**config.mk**
```make
export PLATFORM = sky130hd
export DESIGN_NAME = frame_parser_p
export DESIGN_NICKNAME = d
export VERILOG_FILES = /design/src/rtl/frame_parser_p.sv
export SDC_FILE = /design/constraint.sdc
export NUM_CORES = 1
export LEC_CHECK = 0
export BUFFER_PORTS_ARGS = -buffer_cell sky130_fd_sc_hd__buf_2
export CAP_MARGIN = 40
export CORE_MARGIN = 8
export CORE_UTILIZATION = 25
export CTS_BUF_LIST = sky130_fd_sc_hd__clkbuf_2
export DETAILED_ROUTE_END_ITERATION = 6
export HOLD_SLACK_MARGIN = 0.08
export PLACE_DENSITY = 0.5
export RECOVER_POWER = 50
export SYNTH_ARGS = -nofsm -noshare
export SYNTH_HDL_FRONTEND = slang
export SYNTH_SLANG_ARGS = --single-unit
export TNS_END_PERCENT = 10
```
**constraint.sdc**
```tcl
create_clock -name clk_in -period 7.3 [get_ports clk_in]
set_clock_uncertainty 0.15 [all_clocks]
set_input_delay 0.73 -clock clk_in [delete_from_list [all_inputs] [get_ports clk_in]]
set_output_delay 0.73 -clock clk_in [all_outputs]
set_load 0.03 [all_outputs]
```
**src/rtl/frame_parser_p.sv**
```systemverilog
// frame_parser_p: deframes HDR,HDR,CH,D0..Dn-1,CRC,TRL,TRL and packs good frames into one FIFO word.
// Optional macro FRAME_STATS_EN builds saturating good/bad frame counters.
module frame_parser_p #(
  parameter int DW = 16,
  parameter int MAX_WORDS = 8,
  parameter int NUM_CH = 8,
  parameter int CH_W = 8,
  parameter logic [DW-1:0] HDR_WORD = 16'hE0E0,
  parameter logic [DW-1:0] TRL_WORD = 16'h0E0E,
  parameter logic [DW-1:0] CRC_INIT = 16'h0000,
  localparam int CNT_W = $clog2(MAX_WORDS + 1),
  localparam int OW = MAX_WORDS * DW + CH_W + CNT_W
) (
  input  logic          clk_in,
  input  logic          rst_n,
  input  logic [DW-1:0] data_in,
  input  logic          fifo_full,
  output logic [OW-1:0] data_to_fifo,
  output logic          fifo_w_enable,
  output logic          crc_done,
  output logic          crc_err,
  output logic          len_err,
  output logic          ch_err,
  output logic          ovf_err,
  output logic [DW-1:0] data_to_crc,
  output logic [DW-1:0] crc,
  input  logic [DW-1:0] data_from_crc,
  output logic [15:0]   good_cnt,
  output logic [15:0]   bad_cnt
);

  typedef enum logic [2:0] {
    IDLE  = 3'd0,
    CHAN  = 3'd1,
    FILL1 = 3'd2,
    FILL2 = 3'd3,
    DATA  = 3'd4
  } state_t;

  state_t state, state_nxt;

  logic [DW-1:0]           s0, s1, s2;
  logic [CNT_W-1:0]        count;
  logic                    first;
  logic [CH_W-1:0]         ch_sel;
  logic                    ch_bad;
  logic [MAX_WORDS*DW-1:0] payload;

  logic end_trl, end_ovr, take_word, start_frame;
  logic len_ev, ch_ev, crc_ev, good_ev, wr_ev, ovf_ev;

  // Handshake: no backpressure on data_in (one word per clk_in); fifo_w_enable is a
  // one-cycle strobe issued only when fifo_full is low in the frame-end cycle.
  always_ff @(posedge clk_in or negedge rst_n) begin
    if (!rst_n) state <= IDLE;
    else        state <= state_nxt;
  end

  always_comb begin
    state_nxt   = state;
    end_trl     = 1'b0;
    end_ovr     = 1'b0;
    take_word   = 1'b0;
    start_frame = 1'b0;
    case (state)
      IDLE: begin
        if (s1 == HDR_WORD && s0 == HDR_WORD) begin
          state_nxt   = CHAN;
          start_frame = 1'b1;
        end
      end
      CHAN:  state_nxt = FILL1;
      FILL1: state_nxt = FILL2;
      FILL2: state_nxt = DATA;
      DATA: begin
        if (s1 == TRL_WORD && s0 == TRL_WORD) begin
          end_trl   = 1'b1;
          state_nxt = IDLE;
        end else if (count == CNT_W'(MAX_WORDS)) begin
          end_ovr   = 1'b1;
          state_nxt = IDLE;
        end else begin
          take_word = 1'b1;
        end
      end
      default: state_nxt = IDLE;
    endcase
  end

  // Frame-end verdict: length beats channel beats CRC, so a bad frame raises exactly one error.
  always_comb begin
    len_ev  = end_ovr || (end_trl && count == '0);
    ch_ev   = end_trl && count != '0 && ch_bad;
    crc_ev  = end_trl && count != '0 && !ch_bad && (s2 != data_from_crc);
    good_ev = end_trl && count != '0 && !ch_bad && (s2 == data_from_crc);
    wr_ev   = good_ev && !fifo_full;
    ovf_ev  = good_ev && fifo_full;
  end

  always_ff @(posedge clk_in or negedge rst_n) begin
    if (!rst_n) begin
      s0            <= '0;
      s1            <= '0;
      s2            <= '0;
      count         <= '0;
      first         <= 1'b0;
      ch_sel        <= '0;
      ch_bad        <= 1'b0;
      payload       <= '0;
      data_to_crc   <= '0;
      crc           <= CRC_INIT;
      data_to_fifo  <= '0;
      fifo_w_enable <= 1'b0;
      crc_done      <= 1'b0;
      crc_err       <= 1'b0;
      len_err       <= 1'b0;
      ch_err        <= 1'b0;
      ovf_err       <= 1'b0;
    end else begin
      s0 <= data_in;
      s1 <= s0;
      s2 <= s1;

      fifo_w_enable <= wr_ev;
      crc_done      <= end_trl || end_ovr;
      crc_err       <= crc_ev;
      len_err       <= len_ev;
      ch_err        <= ch_ev;
      ovf_err       <= ovf_ev;
      if (wr_ev) data_to_fifo <= {payload, ch_sel, count};

      if (state == IDLE) begin
        count       <= '0;
        first       <= 1'b1;
        crc         <= CRC_INIT;
        data_to_crc <= '0;
      end
      if (start_frame) payload <= '0;
      if (state == CHAN) begin
        ch_sel <= s0[CH_W-1:0];
        ch_bad <= (s0 >= DW'(NUM_CH));
      end

      // Word i lands directly in its left-aligned slot, so D0 always sits at the MSBs.
      if (take_word) begin
        for (int i = 0; i < MAX_WORDS; i++) begin
          if (count == CNT_W'(i)) payload[(MAX_WORDS-1-i)*DW +: DW] <= s2;
        end
        count       <= count + 1'b1;
        data_to_crc <= s2;
        crc         <= first ? CRC_INIT : data_from_crc;
        first       <= 1'b0;
      end
    end
  end

`ifdef FRAME_STATS_EN
  always_ff @(posedge clk_in or negedge rst_n) begin
    if (!rst_n) begin
      good_cnt <= '0;
      bad_cnt  <= '0;
    end else begin
      if (fifo_w_enable && good_cnt != 16'hFFFF) good_cnt <= good_cnt + 1'b1;
      if ((crc_err || len_err || ch_err || ovf_err) && bad_cnt != 16'hFFFF)
        bad_cnt <= bad_cnt + 1'b1;
    end
  end
`else
  assign good_cnt = '0;
  assign bad_cnt  = '0;
`endif

endmodule

```
==> flow_metrics.env, run 1 <==
export IMPL_run_status="finished, violations left"
export IMPL_violations_in_the_final_reports="max-capacitance violations, max-slew violations"
export IMPL_worstMarginPinSlew_ps=1970
export IMPL_post_route_setup_tns_ps=0
export IMPL_chipWidth_um=262
export IMPL_initial_core_util=0.252
export IMPL_hold_viol_final=0
export IMPL_drt_initial_drc_count=636
export IMPL_place_congestion=0.763
export IMPL_avgViaCountPerCell=4.34
export IMPL_critPathCaptureType="asynchronous set/reset pin"
export IMPL_power_density_nw_per_um2=202
export IMPL_synthToLayoutAreaGrowth_pct=22.2
export IMPL_groute_layer_met1_usage=0.170
export IMPL_total_grt_overflow=0
export IMPL_timing_setup_critical_path_class="input pin to asynchronous set/reset pin"
export IMPL_finalSetupViolations=0
export IMPL_mappedNetlistArea_um2=15200
export IMPL_floorplan_rows=90
export IMPL_synth_most_common_cell="sky130_fd_sc_hd__dfrtp_1"
export IMPL_synth_top_cell_area_share=0.612
export IMPL_async_reset_ff_frac=1.00
export IMPL_finish_net_count=1583
export IMPL_ys_top_cells_by_count="sky130_fd_sc_hd__dfrtp_1 (371), sky130_fd_sc_hd__nand2_1 (182), sky130_fd_sc_hd__nand3_1 (114)"
export IMPL_wire_length_of_the_first_global_routing_pass_um=72700
export IMPL_synth_area_leaders="sky130_fd_sc_hd__dfrtp_1 (61%), sky130_fd_sc_hd__mux2_4 (9.9%), sky130_fd_sc_hd__nand2_1 (4.5%), sky130_fd_sc_hd__nand3_1 (3.8%), sky130_fd_sc_hd__mux2_2 (3.6%)"
export IMPL_yosysTopAreaCell="sky130_fd_sc_hd__dfrtp_1"
export IMPL_yosys_most_used_dff="sky130_fd_sc_hd__dfrtp_1"
export IMPL_fin_crit_sh=0.558
export IMPL_cts_root_buf="sky130_fd_sc_hd__clkbuf_2"
export IMPL_clkTransAtPathRegs_ps=90
export IMPL_fmax_mhz=246
export IMPL_hold_ws_ps=239
export IMPL_grt_busiest_layer="met2"
export IMPL_post_route_cells_drive_above_1_share=0.328
export IMPL_total_die_area_um2=68800
export IMPL_post_synth_inst_count=1233
export IMPL_place_detailed_instances=2168
export IMPL_cts_tree="done"
export IMPL_routedWlPerCell_um=20.0
export IMPL_critPathMaxFanout=29
export IMPL_coreArea_um2=60100
export IMPL_dr_total_vias=10400
export IMPL_worst_ir_drop_vdd_uv=114
export IMPL_clock_sink_count=371
export IMPL_worst_endpoint_arrival_ps=4680
export IMPL_grt_pass1_vias=11300
export IMPL_i_o_pins=245
export IMPL_global_route_usage_total=0.138
export IMPL_post_layout_nonfiller_instances=2405
export IMPL_slew_headroom=-0.314
export IMPL_yosysSeqAreaShare=0.612
export IMPL_netlist_cell_type_count=47
export IMPL_postRouteAntennaNets=0
export IMPL_global_route_usage_met3=0.0387
export IMPL_htree_num_levels=3
export IMPL_power_leakage_nw=9.62
export IMPL_insertion_delay_ps=1090
export IMPL_finalCriticalPeriod_ps=4070
export IMPL_place_worst_setup_slack_ps=3680
export IMPL_post_cts_buffers=0
export IMPL_timing_hold_worst_class="register to register"
export IMPL_synth_warnings=0
export IMPL_finalWirelength_um=48000
export IMPL_die_height_um=262
export IMPL_drt_drc_violations_left=0
export IMPL_use_met2=0.227
export IMPL_max_cap_violations=2
export IMPL_grt_start_max_net_pins=130
export IMPL_final_max_slew_viol_count=53
export IMPL_synth_ff_latch_count=371
export IMPL_detailedPlacementHpwl_um=30900
export IMPL_clock_path_buffers=3
export IMPL_worstSetupStartpointType="input pin"
export IMPL_postSynthAreaPerCell_um2=12.3
export IMPL_fin_ws_ps=3230
export IMPL_number_of_filler_instances_in_the_final_layout=6241
export IMPL_quantity_of_i_o_buffers_inserted_on_ports=212
export IMPL_cts_buffers=102
export IMPL_grt_antenna_before_repair=3
export IMPL_grt_setup_unrepaired="false"
export IMPL_drtPass1Iterations=5
export IMPL_required_time_at_the_endpoint_of_the_critical_path_ps=7910
export IMPL_synth_edff_count=0
layout make-up:
type | count | area [um2] | area share
diodes | 3 | 7.51 | 0.000405
inverters | 21 | 78.8 | 0.00425
clock buffers | 148 | 741 | 0.0399
repair buffers | 301 | 2040 | 0.110
well taps | 782 | 978 | 0.0528
clock inverters | 32 | 154 | 0.00830
flip-flops and latches | 371 | 9280 | 0.501
multi-input cells | 747 | 5260 | 0.284
layer usage:
layer | wire (um) | part of all wire | vias up
met5 | 0 | 0 | -
met4 | 1110 | 0.023 | 0
met3 | 2870 | 0.060 | 71
met2 | 23200 | 0.48 | 314
met1 | 20800 | 0.43 | 5243
li1 | - | - | 4815
kinds of logic (layout without fill, tap and decap cells):
group | after synthesis | in the layout | share of synthesized area
AND/OR/NAND/NOR | 373 | 373 | 0.117
other | 1 | 35 | 0.000247
XOR/XNOR | 18 | 18 | 0.0104
adder cells (fa/ha/maj) | 4 | 4 | 0.00330
multiplexers | 183 | 183 | 0.158
flip-flops | 371 | 371 | 0.612
buffers and inverters | 146 | 502 | 0.0519
AO/OA/AOI/OAI | 137 | 137 | 0.0473
path summary, 6_finish.rpt:
kind                          start               end  slack, ps  cells after the start
max reg2reg                count[1]  data_to_fifo[38]       3520                      8
min reg2reg                   s1[8]             s2[8]        240                      0
min in group asynchronous     rst_n           crc[13]       1150                      3
max                           rst_n  data_to_fifo[70]       3230                      4
min                           s1[8]             s2[8]        240                      0
max in group clk_in        count[1]  data_to_fifo[38]       3520                      8
through the flow:
| step | util | total power, mW | area, um2 |
|---|---|---|---|
| 2_1_floorplan | - | 2.21 | 15300 |
| 3_3_place_gp | 0.281 | 2.29 | 16900 |
| 3_5_place_dp | 0.285 | 2.31 | 17200 |
| 4_1_cts | 0.309 | 3.85 | 18600 |
| 5_1_grt | 0.308 | 3.97 | 18500 |
| 6_report | 0.308 | 3.75 | 18500 |
power by group:
group | switching, mW | leakage, nW | internal [mW] | total [mW]
Combinational | 0.115 | 3.86 | 0.0625 | 0.178
Clock | 0.890 | 0.686 | 0.576 | 1.47
Sequential | 0.0290 | 5.07 | 2.08 | 2.11
Total | 1.03 | 9.62 | 2.72 | 3.75
placed cells by master (no fill, tap or decap), drive strengths merged, types with 29 or more instances in the layout:
cell | netlist | routed
mux2i | 34 | 34
dlygate4sd3 | 0 | 53
clkbuf | 53 | 176
nand2 | 182 | 182
nand3 | 115 | 115
buf | 72 | 220
o21ai | 128 | 128
conb | 1 | 32
dfrtp | 371 | 371
clkinv | 0 | 29
mux2 | 149 | 149
flip-flops by register name, indices dropped and copies added, names as in the netlist:
signal	count
crc	16
crc_err	1
payload	128
ovf_err	1
ch_sel	8
s1	16
s0	16
data_to_fifo	140
data_to_crc	16
s2	16
ch_err	1
count	4
len_err	1
state	3
first	1
ch_bad	1
crc_done	1
fifo_w_enable	1
timing repair:
| item | in CTS | in global routing |
|---|---|---|
| setup endpoints to repair | 0 | 0 |
| hold buffers | 54 | 0 |
| endpoints found under the hold margin | 167 | 0 |
| gates resized for setup | 0 | 0 |
worst max-delay path, stage by stage:
cell,delay (ps)
sky130_fd_sc_hd__dlygate4sd3_1,520
sky130_fd_sc_hd__dlygate4sd3_1,540
sky130_fd_sc_hd__clkbuf_1,1350
sky130_fd_sc_hd__clkbuf_1,1490
No activity file was read; power rests on OpenSTA's default activity.
==> run 2, diff against run 1 <==
clock period = 4.3 ns   (was 7.3 ns; I/O delays follow)
==> run 2 against run 1 <==
The run still ends with max-capacitance violations, max-slew violations left. Non-clock buffer count rose by 23. Sequential cell count did not move. Clock-buffer cell count rose by 5. Clock power rose by 78%. Die area did not move. Utilization rose by 0.23 points. Total power rose by 73%.
==> flow_metrics.env, run 2 (synthesis gave the netlist of run 1 again) <==
export IMPL_run_status="finished, violations left"
export IMPL_violations_in_the_final_reports="max-capacitance violations, max-slew violations"
export IMPL_grt_setup_unrepaired="false"
export IMPL_grt_pass1_vias=11400
export IMPL_final_cell_area_um2=18700
export IMPL_sequentialPowerShare=0.549
export IMPL_most_common_cell_after_layout_fill_and_taps_aside="sky130_fd_sc_hd__dfrtp_1"
export IMPL_max_reg_flops=140
export IMPL_reg2regPathDepth=7
export IMPL_cts_repair_resized=0
export IMPL_final_max_slew_viol_count=97
export IMPL_hold_viol_final=0
export IMPL_cp_buffers_inverters=4
export IMPL_reg2reg_setup_slack_ps=1090
export IMPL_grt_busiest_layer="met2"
export IMPL_worstSetupStartpointType="input pin"
export IMPL_layout_cells_most_common_list="sky130_fd_sc_hd__dfrtp_1 (371), sky130_fd_sc_hd__nand2_1 (181), sky130_fd_sc_hd__buf_2 (181)"
export IMPL_max_cap_violations=3
export IMPL_r2r_end="data_to_crc[1]"
export IMPL_largest_register="data_to_fifo"
export IMPL_clkTransAtPathRegs_ps=90
export IMPL_drt_drc_violations_left=0
export IMPL_critical_path_max_stage_delay_ps=1450
export IMPL_worst_ir_drop_vdd_uv=185
export IMPL_timing_hold_worst_endpoint="s2[9]"
export IMPL_power_density_nw_per_um2=348
export IMPL_clock_path_buffers=3
export IMPL_place_detailed_instances=2175
export IMPL_coreArea_um2=60100
export IMPL_global_route_usage_met3=0.0355
export IMPL_post_route_setup_tns_ps=0
export IMPL_placed_cell_area_um2=17100
export IMPL_reg2reg_from="s0[6]"
export IMPL_worstMarginPinSlew_ps=1930
export IMPL_htree_num_levels=3
export IMPL_clock_sink_count=371
export IMPL_routedWlPerCell_um=19.7
export IMPL_finalCriticalPeriod_ps=3320
export IMPL_insertion_delay_ps=1080
export IMPL_avgViaCountPerCell=4.37
export IMPL_place_congestion=0.762
export IMPL_worst_path_max_delay_cell="sky130_fd_sc_hd__clkbuf_1"
export IMPL_critPathCaptureType="asynchronous set/reset pin"
export IMPL_cts_tree="done"
export IMPL_cts_buffers=101
export IMPL_p_clk_frac=0.403
export IMPL_net_switching_power_mw=1.74
export IMPL_total_die_area_um2=68800
export IMPL_drt_initial_drc_count=739
export IMPL_hold_ws_ps=225
export IMPL_switching_share=0.268
export IMPL_chipWidth_um=262
export IMPL_power_leakage_nw=9.69
export IMPL_fin_crit_sh=0.772
export IMPL_global_route_usage_total=0.137
export IMPL_grt_start_max_net_pins=98
export IMPL_crit_family="buffers and inverters"
export IMPL_worst_endpoint_arrival_ps=3950
export IMPL_groute_layer_met1_usage=0.170
export IMPL_floorplan_rows=90
export IMPL_quantity_of_i_o_buffers_inserted_on_ports=212
export IMPL_detailedPlacementHpwl_um=30300
export IMPL_timing_setup_critical_path_class="input pin to asynchronous set/reset pin"
export IMPL_finish_net_count=1605
export IMPL_die_height_um=262
export IMPL_finalWirelength_um=47800
export IMPL_use_met2=0.223
export IMPL_i_o_pins=245
export IMPL_cellInternalPower_mw=4.76
export IMPL_fmax_mhz=301
export IMPL_cts_root_buf="sky130_fd_sc_hd__clkbuf_2"
export IMPL_post_layout_nonfiller_instances=2423
export IMPL_hold_path_startpoint="s1[9]"
export IMPL_postRouteAntennaNets=0
export IMPL_grt_antenna_before_repair=3
export IMPL_post_route_cells_drive_above_1_share=0.332
export IMPL_synthToLayoutAreaGrowth_pct=23.2
export IMPL_power_combinational_fraction=0.048
export IMPL_timing_hold_worst_class="register to register"
export IMPL_timing_critical_path_cells="dlygate4sd3_1 > dlygate4sd3_1 > clkbuf_1 > clkbuf_1"
export IMPL_slew_headroom=-0.285
export IMPL_initial_core_util=0.252
export IMPL_hold_path_depth=0
export IMPL_largest_registers="data_to_fifo (140), payload (128)"
export IMPL_dr_total_vias=10600
export IMPL_finalSetupViolations=0
export IMPL_required_time_at_the_endpoint_of_the_critical_path_ps=4930
export IMPL_power_total_mw=6.50
export IMPL_critPathMaxFanout=32
export IMPL_wire_length_of_the_first_global_routing_pass_um=72400
export IMPL_drtPass1Iterations=5
export IMPL_total_grt_overflow=0
==> run 2: area by class of cell <==
cell class | count | area [um2]
fillers | 6240 | 41400
clock buffers | 153 | 766
multi-input cells | 747 | 5270
clock inverters | 22 | 174
inverters | 21 | 78.8
repair buffers | 324 | 2120
diodes | 3 | 7.51
well taps | 782 | 978
flip-flops and latches | 371 | 9280
==> run 2: worst max path at each step <==
stage,start,to,slack [ps],cells past startpoint
2_1_floorplan,s1[3],payload[96],1930,7
3_3_place_gp,s0[6],crc[10],1190,7
3_5_place_dp,s0[6],crc[11],1160,7
4_1_cts,s0[6],data_to_crc[1],1020,7
5_1_grt,rst_n,data_to_fifo[120],650,4
6_report,rst_n,data_to_fifo[3],980,4
==> run 2: metrics by stage <==
step	setup slack (ps)	util
2_1_floorplan	1930	-
3_3_place_gp	1190	0.283
3_5_place_dp	1160	0.284
4_1_cts	1020	0.312
5_1_grt	655	0.311
6_report	980	0.311
==> run 2: layer usage <==
| layer | vias to the layer above | part of all wire |
|---|---|---|
| met4 | 2 | 0.033 |
| met3 | 88 | 0.058 |
| met1 | 5282 | 0.43 |
| met5 | - | 0.00027 |
| met2 | 361 | 0.48 |
| li1 | 4863 | - |
==> run 2: repair_timing <==
item,CTS,global route
endpoints found under the hold margin,509,0
buffers inserted,0,0
hold buffers,70,0
==> run 2: power groups by stage <==
stage / logic, mW / registers, mW / clock network, mW
after global placement: 0.270 / 3.64 / 0
after floorplan: 0.124 / 3.62 / 0
after global routing: 0.344 / 3.58 / 2.94
after detailed placement: 0.273 / 3.64 / 0
final: 0.313 / 3.57 / 2.62
after CTS: 0.327 / 3.57 / 2.77
